File: src/rtl/tmds_pkg.sv
// Shared TMDS definitions: symbol width, the four control tokens and the
// receiver lock-state encoding.
package tmds_pkg;

    localparam int SYM_W = 10;

    localparam logic [SYM_W-1:0] CTRL_TOKEN_00 = 10'b1101010100;
    localparam logic [SYM_W-1:0] CTRL_TOKEN_01 = 10'b0010101011;
    localparam logic [SYM_W-1:0] CTRL_TOKEN_10 = 10'b0101010100;
    localparam logic [SYM_W-1:0] CTRL_TOKEN_11 = 10'b1010101011;

    typedef enum logic [1:0] {
        SEARCH,
        SLIP,
        LOCKED
    } lock_state_t;

endpackage

File: src/rtl/tmds_symbol_decode.sv
// Combinational TMDS symbol decoder: classifies a 10-bit symbol as a control
// token or a data symbol and recovers the control code or pixel byte.
module tmds_symbol_decode
    import tmds_pkg::*;
(
    input  logic [SYM_W-1:0] sym,
    output logic             is_ctrl,
    output logic [1:0]       ctrl,
    output logic [7:0]       data
);

    logic [7:0] q;

    // Undo the optional inversion before reversing the XOR/XNOR chain.
    assign q = sym[9] ? ~sym[7:0] : sym[7:0];

    always_comb begin
        is_ctrl = 1'b1;
        ctrl    = 2'b00;
        data    = 8'h00;
        case (sym)
            CTRL_TOKEN_00: ctrl = 2'b00;
            CTRL_TOKEN_01: ctrl = 2'b01;
            CTRL_TOKEN_10: ctrl = 2'b10;
            CTRL_TOKEN_11: ctrl = 2'b11;
            default: begin
                is_ctrl = 1'b0;
                data[0] = q[0];
                for (int i = 1; i < 8; i++) begin
                    data[i] = sym[8] ? (q[i] ^ q[i-1]) : ~(q[i] ^ q[i-1]);
                end
            end
        endcase
    end

endmodule

File: src/rtl/tmds_decoder.sv
// TMDS channel receiver: two-stage decode pipeline plus a word-alignment FSM
// that requests deserializer bit-slips until runs of control tokens appear.
module tmds_decoder
    import tmds_pkg::*;
#(
    parameter int CTRL_RUN_LOCK  = 8,
    parameter int SEARCH_TIMEOUT = 4096,
    parameter int SLIP_SETTLE    = 16,
    parameter int LOCK_TIMEOUT   = 4096
) (
    input  logic             clk_in,
    input  logic             rst_in,
    input  logic [SYM_W-1:0] tmds_in,
    output logic [7:0]       data_out,
    output logic [1:0]       control_out,
    output logic             ve_out,
    output logic             locked_out,
    output logic             bitslip_out
);

    localparam int TMR_MAX = (SEARCH_TIMEOUT > LOCK_TIMEOUT)
        ? ((SEARCH_TIMEOUT > SLIP_SETTLE) ? SEARCH_TIMEOUT : SLIP_SETTLE)
        : ((LOCK_TIMEOUT > SLIP_SETTLE) ? LOCK_TIMEOUT : SLIP_SETTLE);
    localparam int TMR_W = $clog2(TMR_MAX + 1);
    localparam int RUN_W = $clog2(CTRL_RUN_LOCK + 1);

    localparam logic [TMR_W-1:0] SEARCH_LAST = TMR_W'(SEARCH_TIMEOUT - 1);
    localparam logic [TMR_W-1:0] SETTLE_LAST = TMR_W'(SLIP_SETTLE - 1);
    localparam logic [TMR_W-1:0] LOCK_LAST   = TMR_W'(LOCK_TIMEOUT - 1);
    localparam logic [RUN_W-1:0] RUN_FULL    = RUN_W'(CTRL_RUN_LOCK);
    localparam logic [RUN_W-1:0] RUN_PRE     = RUN_W'(CTRL_RUN_LOCK - 1);

    logic [SYM_W-1:0] tmds_p1;
    logic             vld_p1;
    logic             is_ctrl_p1;
    logic [1:0]       ctrl_p1;
    logic [7:0]       data_p1;
    logic             tok_p1;
    logic             run_hit;
    logic             search_expired;

    lock_state_t      state;
    logic [TMR_W-1:0] timer;
    logic [RUN_W-1:0] run_cnt;

    // Stage 1: capture the raw symbol; vld_p1 keeps a symbol sampled during
    // reset from counting toward a new run.
    always_ff @(posedge clk_in) begin
        tmds_p1 <= tmds_in;
    end

    always_ff @(posedge clk_in) begin
        if (rst_in) begin
            vld_p1 <= 1'b0;
        end else begin
            vld_p1 <= 1'b1;
        end
    end

    tmds_symbol_decode u_symbol_decode (
        .sym     (tmds_p1),
        .is_ctrl (is_ctrl_p1),
        .ctrl    (ctrl_p1),
        .data    (data_p1)
    );

    // Stage 2: registered outputs, decoded regardless of lock state.
    always_ff @(posedge clk_in) begin
        if (rst_in) begin
            data_out    <= 8'h00;
            control_out <= 2'b00;
            ve_out      <= 1'b0;
        end else begin
            data_out <= data_p1;
            ve_out   <= ~is_ctrl_p1;
            if (is_ctrl_p1) begin
                control_out <= ctrl_p1;
            end
        end
    end

    assign tok_p1         = vld_p1 & is_ctrl_p1;
    assign run_hit        = (state != SLIP) && tok_p1 && (run_cnt >= RUN_PRE);
    assign search_expired = (state == SEARCH) && (timer == SEARCH_LAST);
    // The slip request coincides with the SEARCH->SLIP transition cycle.
    assign bitslip_out    = search_expired && !run_hit;

    always_ff @(posedge clk_in) begin
        if (rst_in) begin
            state      <= SEARCH;
            timer      <= '0;
            run_cnt    <= '0;
            locked_out <= 1'b0;
        end else begin
            if (state == SLIP || !tok_p1) begin
                run_cnt <= '0;
            end else if (run_cnt != RUN_FULL) begin
                run_cnt <= run_cnt + RUN_W'(1);
            end

            case (state)
                SEARCH: begin
                    if (run_hit) begin
                        state      <= LOCKED;
                        timer      <= '0;
                        locked_out <= 1'b1;
                    end else if (timer == SEARCH_LAST) begin
                        state <= SLIP;
                        timer <= '0;
                    end else begin
                        timer <= timer + TMR_W'(1);
                    end
                end
                SLIP: begin
                    if (timer == SETTLE_LAST) begin
                        state <= SEARCH;
                        timer <= '0;
                    end else begin
                        timer <= timer + TMR_W'(1);
                    end
                end
                LOCKED: begin
                    if (run_hit) begin
                        timer <= '0;
                    end else if (timer == LOCK_LAST) begin
                        state      <= SEARCH;
                        timer      <= '0;
                        locked_out <= 1'b0;
                    end else begin
                        timer <= timer + TMR_W'(1);
                    end
                end
                default: begin
                    state      <= SEARCH;
                    timer      <= '0;
                    locked_out <= 1'b0;
                end
            endcase
        end
    end

endmodule

File: config.mk
export PLATFORM = sky130hd
export DESIGN_NAME = tmds_decoder
export DESIGN_NICKNAME = d
export VERILOG_FILES = /design/src/rtl/tmds_pkg.sv /design/src/rtl/tmds_symbol_decode.sv /design/src/rtl/tmds_decoder.sv
export SDC_FILE = /design/constraint.sdc
export NUM_CORES = 1
export LEC_CHECK = 0
export ABC_AREA = 1
export BUFFER_PORTS_ARGS = -buffer_cell sky130_fd_sc_hd__buf_2
export CAP_MARGIN = 25
export CORE_MARGIN = 4
export CORE_UTILIZATION = 30
export DETAILED_ROUTE_END_ITERATION = 7
export HOLD_SLACK_MARGIN = 0.02
export SYNTH_ARGS = -nofsm -noshare
export SYNTH_HDL_FRONTEND = slang
export SYNTH_SLANG_ARGS = --single-unit
export TNS_END_PERCENT = 30
File: constraint.sdc
create_clock -name clk_in -period 4.37 [get_ports clk_in]
set_clock_uncertainty 0.2 [all_clocks]
set_input_delay 0.2185 -clock clk_in [delete_from_list [all_inputs] [get_ports clk_in]]
set_output_delay 0.2185 -clock clk_in [all_outputs]
set_load 0.03 [all_outputs]
## Word-level counts from Yosys, hierarchy flattened

Cells that the tools add are included.

- Flip-flop bits (word level): 42
- Input bits: 12
- Word-level logic and storage cells: 84

- $add $sub $neg: 2
- Order comparisons: 1
- Equality and inequality tests: 15
- Multiplexer cells: 25
- Bitwise gates (word level): 18
- Reduce and logical (&&, ||, !) cells: 14

Operators by type and width:

| operator | number |
|---|---|
| $mux W13 | 3 |
| $pmux W13 S2 | 1 |
| $eq A10 B10 Y1 const B | 2 |
| $add A13 B1 Y13 const B | 1 |
| $eq A13 B12 Y1 const B | 1 |
| $eq A13 B4 Y1 const B | 1 |
| $mux W1 | 12 |
| $pmux W2 S3 | 2 |
| $eq A10 B8 Y1 const B | 1 |
| $eq A10 B9 Y1 const B | 1 |
| $mux W2 | 5 |
| $not A1 Y1 | 9 |
| $mux W8 | 1 |
| $not A8 Y8 | 1 |
| $reduce_and A4 Y1 | 2 |
| $xor A1 B1 Y1 | 7 |
| $ne A2 B2 Y1 const B | 3 |
| $reduce_or A5 Y1 | 1 |
| $add A4 B1 Y4 const B | 1 |
| $ge A4 B3 Y1 const B | 1 |
| $logic_and A1 B1 Y1 | 4 |
| $ne A2 B1 Y1 const B | 2 |
| $ne A4 B4 Y1 const B | 1 |
| $reduce_or A2 Y1 | 2 |
| 9 further kinds | 10 |

## Logic depth before layout (Yosys ltp)

- Depth after elaboration: 8
- Depth in mapped cells: 11

## By module

Synthesis repeated with hierarchy kept, for this count alone.

- Cell total of the unflattened synthesis: 255
- Area, all modules: 1910.6 µm²

By module, submodules not included:

| module | times used | cells each | area each (µm²) |
|---|---|---|---|
| tmds_decoder | 1 | 190 | 1529.0 |
| tmds_symbol_decode | 1 | 65 | 381.6 |

## Worst setup path after synthesis

No wires, ideal clock.

- Path type: register -> output
- Start: register timer[0]
- End: output bitslip_out
- Arrival: 1.379 ns
- Data required time: 3.952 ns
- Setup slack: 2.572 ns
- Stages on the path, launching flop included: 6
- Cells stage by stage: dfxtp_1 -> ha_1 -> nand3_2 -> nor2_2 -> nand4_4 -> nor2_1

- Longest elaborated chain between the ends: 3

RTL lines:

| what | RTL line | RTL |
|---|---|---|
| from (decl) | tmds_decoder.sv:43 | `logic [TMR_W-1:0] timer;` |
| from (signal assigned) | tmds_decoder.sv:111 | `timer <= timer + TMR_W'(1);` |
| from (signal assigned) | tmds_decoder.sv:119 | `timer <= timer + TMR_W'(1);` |
| from (signal assigned) | tmds_decoder.sv:130 | `timer <= timer + TMR_W'(1);` |
| $eq A13 B12 Y1 | tmds_decoder.sv:84 | `assign search_expired = (state == SEARCH) && (timer == SEARCH_LAST);` |
| $logic_and A1 B1 Y1 | tmds_decoder.sv:84 |  |
| $logic_and A1 B1 Y1 | tmds_decoder.sv:86 | `assign bitslip_out = search_expired && !run_hit;` |
| to (decl) | tmds_decoder.sv:18 | `output logic bitslip_out` |

Every way passes these cells.

## Worst setup path after layout

Same ends and word-level chain as after synthesis.

==> run summary <==
Cell-by-cell trace of the critical path - ha_1 > nand3_2 > nor2_2 > nand4_4 > nor2_1 > buf_2
Kind of critical path - flop to primary output
Htree depth - 2
Hold_ws - 0.248 ns
Net switching fraction of the power - 0.230
Final setup fails - 0
DR pass1 iterations - 4
Worst-case reg-to-reg path depth - 8
Register area - 841 sq um
Final WL - 3100 microns
Vias in the first global route - 1,305
Postcts setup bufs - 0
Antenna diodes - 0
Hold Vio Cnt, Final - 0
Routed length on met1 - 1440 microns
Max Fanout on Critical Path - 5
Chip width - 86.2 microns
Reg power frac - 0.535
CTS tree - built
Max Root-Sink Buffers - 2
Crit-path leading delay family - simple AND/OR/NAND/NOR gates
Initial Util - 0.310
CTS clock-pin slew for the worst setup and hold paths - 0.07 ns
Psw - 0.176 mW
Pwr Density - 340 nW/um^2
Most frequent cells in the layout - dfxtp_1 (42), nand2_1 (30), nor2_1 (30)
Hold Crit Class - flop to flop
Via Count - 1,310
Max Clk Rate - 474 MHz
Critical R2R Capture - timer[1]$_SDFF_PP0_
Slew @ Worst Pin - 0.339 ns
Routed Antenna Nets - 0
Drt via density - 4.06
GRT overflow - 0
Fin nets - 262
WL met3 - 121 microns
Peak supply drop - 0.203 mV
Synth warnings - 0
Sequential area share after synthesis - 0.458
Cell Area, Synth - 1840 sq um
Largest net degree at the start of global routing - 14
IO buf count - 24
Cell accounting for the most synthesized area - dfxtp_1
Row count - 28
Buf/Inv on CP - 1
Total CTS buffers - 5
Top-Level Pins - 25
Yosys reg bits - 42
Multi-input gate area - 866 sq um
Clock Tree Root - clkbuf_8
MaxCap Viol Count - 0
Reg2reg start - timer[0]$_SDFF_PP0_
Die Span Y - 86.2 microns
First-pass GRT wire length - 5670 microns
Ranking of synthesized cells by area - dfxtp_1 (46%), xor2_1 (6.7%), nand2_1 (6.1%), nor2_1 (6.1%), nor2_4 (6.1%)
Min-delay src - timer[0]$_SDFF_PP0_
Die area - 7430 sq um
Worst Path Arrival - 1.69 ns
Dominant synthesized flop cell - dfxtp_1
Commonest non-fill, non-tap cell in the layout - dfxtp_1
Final Cycle Share - 0.483
Synth Instances - 207
Critical Path Stages - 6
Element type at the critical path end - primary output
Core area - 5920 sq um
P_int - 0.586 mW
Max incr delay on CP - 0.36 ns
Number of synthesized flops with an enable pin - 0
Minimum clock period - 2.11 ns
R2R setup slack - 2.50 ns
WL/cell - 9.61 microns
Status - finished clean
Netlist cell types - 27
Initial DRC Count - 49
Hold path cells - 1
Post-CTS Resized - 0
Max Slew Vio Count - 0
Syn_area_per_cell - 8.87 sq um
WP data required - 3.95 ns
Detail Placement HPWL - 2280 microns
Worst-Skew Late Latency - 0.29 ns
Max_slew headroom - 0.774
Gp weighted congestion - 0.759
RSZ-0062 raised after global routing - no
Initial antenna violation count - 0
Clk pwr share - 0.372
P_leak - 0.924 nW
Ratio of cells with drive above 1 in the final layout - 0.246
Asr flop ratio synth - 0
Drc violations - 0
Global-route usage over all layers - 0.0979
CTS sink count - 42
Routed length on met2 - 1470 microns
Hold endpoint - timer[0]$_SDFF_PP0_
Setup TNS Final - 0 ns
Gate power share - 0.093
CP max stage cell - dfxtp_1
Core Util, Final - 0.378
Syn nets - 222
Synth top area share - 0.458
Highest metal used - met4
Startpoint type of the worst setup path - flop
# fillers - 591
Synth-to-Final Area Change - 21.9%
Yosys cell counts, types with 3 or more instances:
cell and instances:
nand4_1 4, nor2_4 10, ha_1 3, nand3_1 7
o21ai_0 3, xnor2_1 4, nand2_4 3, xor2_1 14
nor2_2 5, a21oi_1 10, nand2_1 30, nor2_1 30
dfxtp_1 42, inv_1 24, nand3_2 3
sequential cells by signal, summed over array words and instances (netlist names):
register	flops
control_out	2
data_out	8
locked_out	1
run_cnt	4
state	2
timer	13
tmds_p1	10
ve_out	1
vld_p1	1
worst max-delay path by stage:
| stage | start | end | slack [ns] |
|---|---|---|---|
| final | timer[0]$_SDFF_PP0_ | bitslip_out | 2.26 |
| after global routing | timer[0]$_SDFF_PP0_ | bitslip_out | 2.06 |
| after CTS | timer[0]$_SDFF_PP0_ | bitslip_out | 2.20 |
| after detailed placement | timer[0]$_SDFF_PP0_ | timer[12]$_SDFF_PP0_ | 2.50 |
| after global placement | timer[0]$_SDFF_PP0_ | timer[0]$_SDFF_PP0_ | 2.56 |
| after floorplan | timer[0]$_SDFF_PP0_ | bitslip_out | 2.57 |
routing by layer:
metal  vias to the layer above  track usage
li1                        726            -
met1                       556        0.114
met2                        22        0.161
met3                         6       0.0304
met4                         0       0.0524
met5                         -            0
cell type report:
cell class,instances,share of cell area
tap,75,0.0419
inverter,26,0.0436
timing repair buffer,35,0.103
multi-input combinational,137,0.387
sequential,42,0.376
clock buffer,8,0.0492
cells by family after synthesis:
group | Yosys count | share of synthesized area
and+or+nand+nor | 100 | 0.316
DFF | 42 | 0.458
buffers and inverters | 28 | 0.0702
xor gates and xnor gates | 18 | 0.0859
AOI/OAI and AO/OA | 15 | 0.0436
adders and majority gates | 3 | 0.0205
muxes | 1 | 0.00613
power groups by stage:
stage	clock network (mW)	registers (mW)	logic [mW]
2_1_floorplan	0	0.431	0.0344
3_3_place_gp	0	0.417	0.0636
3_5_place_dp	0	0.417	0.0640
4_1_cts	0.297	0.408	0.0717
5_1_grt	0.314	0.410	0.0787
6_report	0.283	0.407	0.0710
stage by stage:
step | power (mW) | instances | area [sq um] | setup WS, ns
after floorplan | 0.465 | 207 | 1840 | 2.57
after global placement | 0.480 | 304 | 2020 | 2.56
after detailed placement | 0.481 | 304 | 2020 | 2.50
after CTS | 0.776 | 323 | 2240 | 2.20
after global routing | 0.802 | 323 | 2240 | 2.06
final | 0.762 | 323 | 2240 | 2.26
timing repair:
item                       CTS  global route
hold buffers                11             0
setup endpoints to repair    0             0
hold endpoints to repair    15             0
Note: power is estimated with default switching activity, not from simulation.
